<file path="src/rtl/delay_pipeline_pkg.sv">
// Shared constants and helpers for the delay_pipeline register chain.
package delay_pipeline_pkg;

  localparam int MODE_FIXED    = 0;
  localparam int MODE_COLLAPSE = 1;

  // Bits needed to hold values 0..value-1.
  function automatic int clog2(input int value);
    int r;
    int v;
    r = 0;
    v = value - 1;
    while (v > 0) begin
      r = r + 1;
      v = v >> 1;
    end
    return r;
  endfunction

endpackage

</file>
<file path="src/rtl/delay_pipeline_if.sv">
// Handshake, data and observation signals of one delay_pipeline instance.
interface delay_pipeline_if #(
  parameter int n     = 1,
  parameter int DEPTH = 4
);
  import delay_pipeline_pkg::*;

  localparam int CW = clog2(DEPTH + 1);

  logic                 clear;
  logic                 enable;
  logic [n-1:0]         in;
  logic                 inValid;
  logic                 inReady;
  logic [n-1:0]         out;
  logic                 outValid;
  logic [n*DEPTH-1:0]   taps;
  logic [DEPTH-1:0]     tapValid;
  logic [CW-1:0]        count;

  modport master (
    output clear, enable, in, inValid,
    input  inReady, out, outValid, taps, tapValid, count
  );

  modport slave (
    input  clear, enable, in, inValid,
    output inReady, out, outValid, taps, tapValid, count
  );

endinterface

</file>
<file path="src/rtl/delay_pipeline_pipe_stage.sv">
// One pipeline stage: data and valid registers; invalid stages always hold zero data.
module pipe_stage #(
  parameter int n = 1
) (
  input  logic         clk,
  input  logic         reset,
  input  logic         clear,
  input  logic         load,
  input  logic [n-1:0] prev_d,
  input  logic         prev_v,
  output logic [n-1:0] d,
  output logic         v,
  output logic         v_next
);

  logic [n-1:0] d_d, d_q;
  logic         v_d, v_q;

  always_comb begin
    d_d = d_q;
    v_d = v_q;
    if (clear) begin
      d_d = '0;
      v_d = 1'b0;
    end else if (load) begin
      v_d = prev_v;
      d_d = prev_v ? prev_d : '0;
    end
  end

  always_ff @(posedge clk or posedge reset) begin
    if (reset) begin
      d_q <= '0;
      v_q <= 1'b0;
    end else begin
      d_q <= d_d;
      v_q <= v_d;
    end
  end

  assign d      = d_q;
  assign v      = v_q;
  assign v_next = v_d;

endmodule

</file>
<file path="src/rtl/delay_pipeline.sv">
// N-stage register pipeline with per-stage valids, stall, flush and optional bubble collapsing.
module delay_pipeline
  import delay_pipeline_pkg::*;
#(
  parameter int n        = 1,
  parameter int DEPTH    = 4,
  parameter int COLLAPSE = MODE_FIXED
) (
  input  logic           clk,
  input  logic           reset,
  delay_pipeline_if.slave bus
);

  localparam int CW = clog2(DEPTH + 1);

  logic [DEPTH-1:0] adv;
  logic [DEPTH-1:0] v;
  logic [DEPTH-1:0] v_next;
  logic [DEPTH-1:0] prev_v;
  logic [n-1:0]     d      [DEPTH];
  logic [n-1:0]     prev_d [DEPTH];
  logic [CW-1:0]    count_d, count_q;

  // Collapsing ripple adv[i] = adv[i+1] | ~v[i] unrolled: a stage moves unless it and
  // every stage downstream of it is full while the consumer is stalled.
  always_comb begin : adv_chain
    logic all_full;
    all_full = 1'b1;
    adv      = '0;
    for (int i = DEPTH - 1; i >= 0; i--) begin
      if (COLLAPSE == MODE_COLLAPSE) begin
        all_full = all_full & v[i];
        adv[i]   = bus.enable | ~all_full;
      end else begin
        adv[i] = bus.enable;
      end
    end
  end

  always_comb begin
    prev_d[0] = bus.in;
    prev_v[0] = bus.inValid;
    for (int i = 1; i < DEPTH; i++) begin
      prev_d[i] = d[i-1];
      prev_v[i] = v[i-1];
    end
  end

  for (genvar i = 0; i < DEPTH; i++) begin : g_stage
    pipe_stage #(.n(n)) u_stage (
      .clk    (clk),
      .reset  (reset),
      .clear  (bus.clear),
      .load   (adv[i]),
      .prev_d (prev_d[i]),
      .prev_v (prev_v[i]),
      .d      (d[i]),
      .v      (v[i]),
      .v_next (v_next[i])
    );
    assign bus.taps[i*n +: n] = d[i];
  end

  // Occupancy is registered from the next-state valids so it tracks v cycle for cycle.
  always_comb begin
    count_d = '0;
    for (int i = 0; i < DEPTH; i++) begin
      count_d = count_d + CW'(v_next[i]);
    end
  end

  always_ff @(posedge clk or posedge reset) begin
    if (reset) begin
      count_q <= '0;
    end else begin
      count_q <= count_d;
    end
  end

  assign bus.inReady  = adv[0] & ~bus.clear & ~reset;
  assign bus.out      = d[DEPTH-1];
  assign bus.outValid = v[DEPTH-1];
  assign bus.tapValid = v;
  assign bus.count    = count_q;

endmodule

</file>
<file path="src/flat_wrapper.sv">
// flat-port wrapper written by rule: the top's interface ports become plain ports
module delay_pipeline_flat import delay_pipeline_pkg::*;
#(
  parameter int n        = 1,
  parameter int DEPTH    = 4,
  parameter int COLLAPSE = MODE_FIXED
)
  (clk, reset, bus_clear, bus_enable, bus_in, bus_inValid, bus_inReady, bus_out, bus_outValid, bus_taps, bus_tapValid, bus_count);
  delay_pipeline_if #(.n(n), .DEPTH(DEPTH)) bus_i ();
  input  logic clk;
  input  logic reset;
  input wire logic [$bits(bus_i.clear)-1:0] bus_clear;
  input wire logic [$bits(bus_i.enable)-1:0] bus_enable;
  input wire logic [$bits(bus_i.in)-1:0] bus_in;
  input wire logic [$bits(bus_i.inValid)-1:0] bus_inValid;
  output wire logic [$bits(bus_i.inReady)-1:0] bus_inReady;
  output wire logic [$bits(bus_i.out)-1:0] bus_out;
  output wire logic [$bits(bus_i.outValid)-1:0] bus_outValid;
  output wire logic [$bits(bus_i.taps)-1:0] bus_taps;
  output wire logic [$bits(bus_i.tapValid)-1:0] bus_tapValid;
  output wire logic [$bits(bus_i.count)-1:0] bus_count;
  assign bus_i.clear = bus_clear;
  assign bus_i.enable = bus_enable;
  assign bus_i.in = bus_in;
  assign bus_i.inValid = bus_inValid;
  assign bus_inReady = bus_i.inReady;
  assign bus_out = bus_i.out;
  assign bus_outValid = bus_i.outValid;
  assign bus_taps = bus_i.taps;
  assign bus_tapValid = bus_i.tapValid;
  assign bus_count = bus_i.count;
  delay_pipeline #(.n(n), .DEPTH(DEPTH), .COLLAPSE(COLLAPSE)) u_core (.clk(clk), .reset(reset), .bus(bus_i));
endmodule
</file>
<file path="config.mk">
export PLATFORM = sky130hd
export DESIGN_NAME = delay_pipeline_flat
export DESIGN_NICKNAME = d
export VERILOG_FILES = /design/src/rtl/delay_pipeline_pkg.sv /design/src/rtl/delay_pipeline_if.sv /design/src/rtl/delay_pipeline_pipe_stage.sv /design/src/rtl/delay_pipeline.sv /design/src/flat_wrapper.sv
export SDC_FILE = /design/constraint.sdc
export NUM_CORES = 1
export LEC_CHECK = 0
export ABC_AREA = 1
export CORE_AREA = 2 2 42 44
export CTS_CLUSTER_DIAMETER = 120
export DETAILED_ROUTE_END_ITERATION = 8
export DIE_AREA = 0 0 44 46
export PLACE_DENSITY = 0.7
export SLEW_MARGIN = 20
export SYNTH_ARGS = -nofsm -noshare
export SYNTH_HDL_FRONTEND = slang
export SYNTH_SLANG_ARGS = --single-unit
</file>
<file path="constraint.sdc">
create_clock -name clk -period 1.4 [get_ports clk]
set_input_delay 0.35 -clock clk [delete_from_list [all_inputs] [get_ports clk]]
set_output_delay 0.35 -clock clk [all_outputs]
set_load 0.1 [all_outputs]
</file>
==> flow_summary.yaml <==
timing:
  finalHoldViolCount: 0
  period_needed_ns: 1.586
  relSlewSlack: 0.7063
  setup_ws_ns: -0.1864
  fmax_mhz: 630.4
  slew_viol_final: 0
  setup_violations: 4
  skew_ns: 0.0005050
  worst_pin_slew_ns: 0.4400
  rsz0062_at_grt: "true"
  hold_ws_ns: 0.2713
  post-route-period-util: 1.133
outcome:
  outcome: "finished with violations"
  violations: "setup timing"
finish:
  drive_gt1_frac: 0.6742
  multi_input_area_um2: 255.2
  register_area_um2: 280.3
  area_delta_synth_final_pct: 90.39
  final_cells: 106
  utilization: 0.6760
  diodes: 0
  final_nets: 99
  fill_cells: 114
cts:
  clk_path_buf_depth: 2
  cts_buffers: 3
  insertion_delay_ns: 0.26
  worst_setup_hold_path_clk_slew_ns: 0.07
  htreeDepth: 1
  tritoncts: "yes"
  cts_hold_buf: 0
  cts_root_buffer: "clkbuf_4"
  clock-sinks: 11
worst_setup_path:
  slowest_stage: "dfrtp_1"
  path_cells: "nand3_2 -> nand2_4 -> ha_4 -> inv_2 -> fa_2 -> inv_2 -> ha_4"
  cp-end-kind: "flop"
  path_max_fanout: 4
  cp.arrival_ns: 1.75
  slowest_delay_ns: 0.43
  critPathRequiredTime_ns: 1.56
  worst-path-buf-inv: 2
  path_delay_family: "adder cells"
  path_class: "flop to flop"
  worst_setup_path_start_kind: "flop"
routing:
  wl_per_cell_um: 12.42
  ant_nets: 0
  dr.pass1.iters: 4
  drtIter0Drc: 6
  viasPerCell: 4.717
  routed_wl_mm: 1.317
  drc: 0
  via_count: 500
power:
  cellPowerDensity_nw_per_um2: 702.2
  leakage_uw: 0.0005353
  max-vdd-ir-drop_uv: 496.0
global_route:
  grt_max_degree: 12
  antenna_found_initial: 0
  grt_usage: 0.1548
  grt_pass1_vias: 511
  grt_pass1_wl_mm: 2.145
  grt_overflow: 0
logic_synthesis:
  syn_inst: 57
  syn-cell-area_um2: 573.1
  syn_avg_cell_area_um2: 10.05
  postSynthRegisterBits: 11
  yosysUniqueCellTypes: 15
  ys_warn_count: 0
  syn_nets: 66
  seq_area_frac_synth: 0.4803
floorplanning:
  fp-row-count: 15
  io_pins: 20
  die-height_um: 46
  dieArea_um2: 2024
  coreArea_um2: 1614
  initial_core_util: 0.3550
  dieWidth_um: 44
placement:
  place_inst: 94
  port_buffers: 19
  gp_congestion: 0.7656
  preCtsSetupSlack_ns: -0.8543
  hpwl_um: 833.8
flow_run:
  drv_cap: 0
hold_path:
  hold_class: "primary input to asynchronous set/reset pin"
sequential cells by signal, indices dropped and copies added, names as in the netlist:
signal / count
u_core.bus.count: 3
u_core.g_stage.u_stage.d: 4
u_core.g_stage.u_stage.v: 4
cell families after synthesis:
kind of cell,Yosys count,share of synthesized area
flip-flops,11,0.4803
AND/OR/NAND/NOR,27,0.2664
buffers and inverters,16,0.1747
adder cells (fa/ha/maj),3,0.07860
power by group:
part	total (µW)	switching, µW	internal (µW)	leakage (µW)
combinational	217	127	90.0	0.000372
clock	216	106	110	0.0000150
sequential	333	7.68	326	0.000148
cells in the final DEF (no fill, tap or decap), drive strengths merged:
cell type / instances
buf: 33
nand2: 17
dfrtp: 11
inv: 7
clkbuf: 5
nand4: 4
nand3: 4
ha: 2
dlygate4sd2: 2
nor2: 2
fa: 1
clkdlybuf4s50: 1
cell usage after synthesis, drive strengths merged:
cell | count | share of area
nand3 | 4 | 0.052
inv | 7 | 0.050
buf | 9 | 0.12
nor2 | 2 | 0.041
nand2 | 17 | 0.13
fa | 1 | 0.035
nand4 | 4 | 0.044
dfrtp | 11 | 0.48
ha | 2 | 0.044
area by class of cell:
cell class / instances / share of cell area
flip-flops and latches: 11 / 0.2569
repair buffers: 37 / 0.4369
multi-input cells: 30 / 0.2339
well taps: 17 / 0.01950
inverters: 7 / 0.02867
clock buffers: 4 / 0.02408
routing by layer:
layer,share of wire,vias to the layer above,GRT usage
met3,0.057,4,0.02381
met5,0,-,0
li1,-,234,-
met1,0.36,239,0.1538
met4,0.027,0,0.1273
met2,0.56,23,0.2824
metrics by stage:
stage	TNS (ns)	power, µW	area (µm²)
after floorplan	-0.7378	449.9	591.8
after global placement	-3.217	523.5	938.4
after detailed placement	-3.292	525.4	938.4
after CTS	-0.4111	765.2	1051
after global routing	-0.8297	797.6	1091
final	-0.5646	766.2	1091
path summary, 6_finish.rpt:
check | from | endpoint | slack [ns] | cells past startpoint
worst min-delay path | reset | u_core.g_stage[2].u_stage.d | 0.27 | 2
worst min register to register | u_core.g_stage[2].u_stage.v | u_core.g_stage[2].u_stage.v | 0.56 | 2
worst max-delay path | u_core.g_stage[0].u_stage.v | u_core.bus.count[1] | -0.19 | 7
worst max register to register | u_core.g_stage[0].u_stage.v | u_core.bus.count[1] | -0.19 | 7
max in group asynchronous | reset | u_core.g_stage[3].u_stage.v | 0.79 | 2
min in group clk | bus_inValid | u_core.g_stage[0].u_stage.d | 0.49 | 3
what timing repair did:
action	CTS	global route
gates resized for setup	22	9
endpoints found under the setup margin	6	7
pin swaps	6	5
buffers inserted	7	2
endpoints found under the hold margin	0	0
No activity file was read; power rests on OpenSTA's default activity.
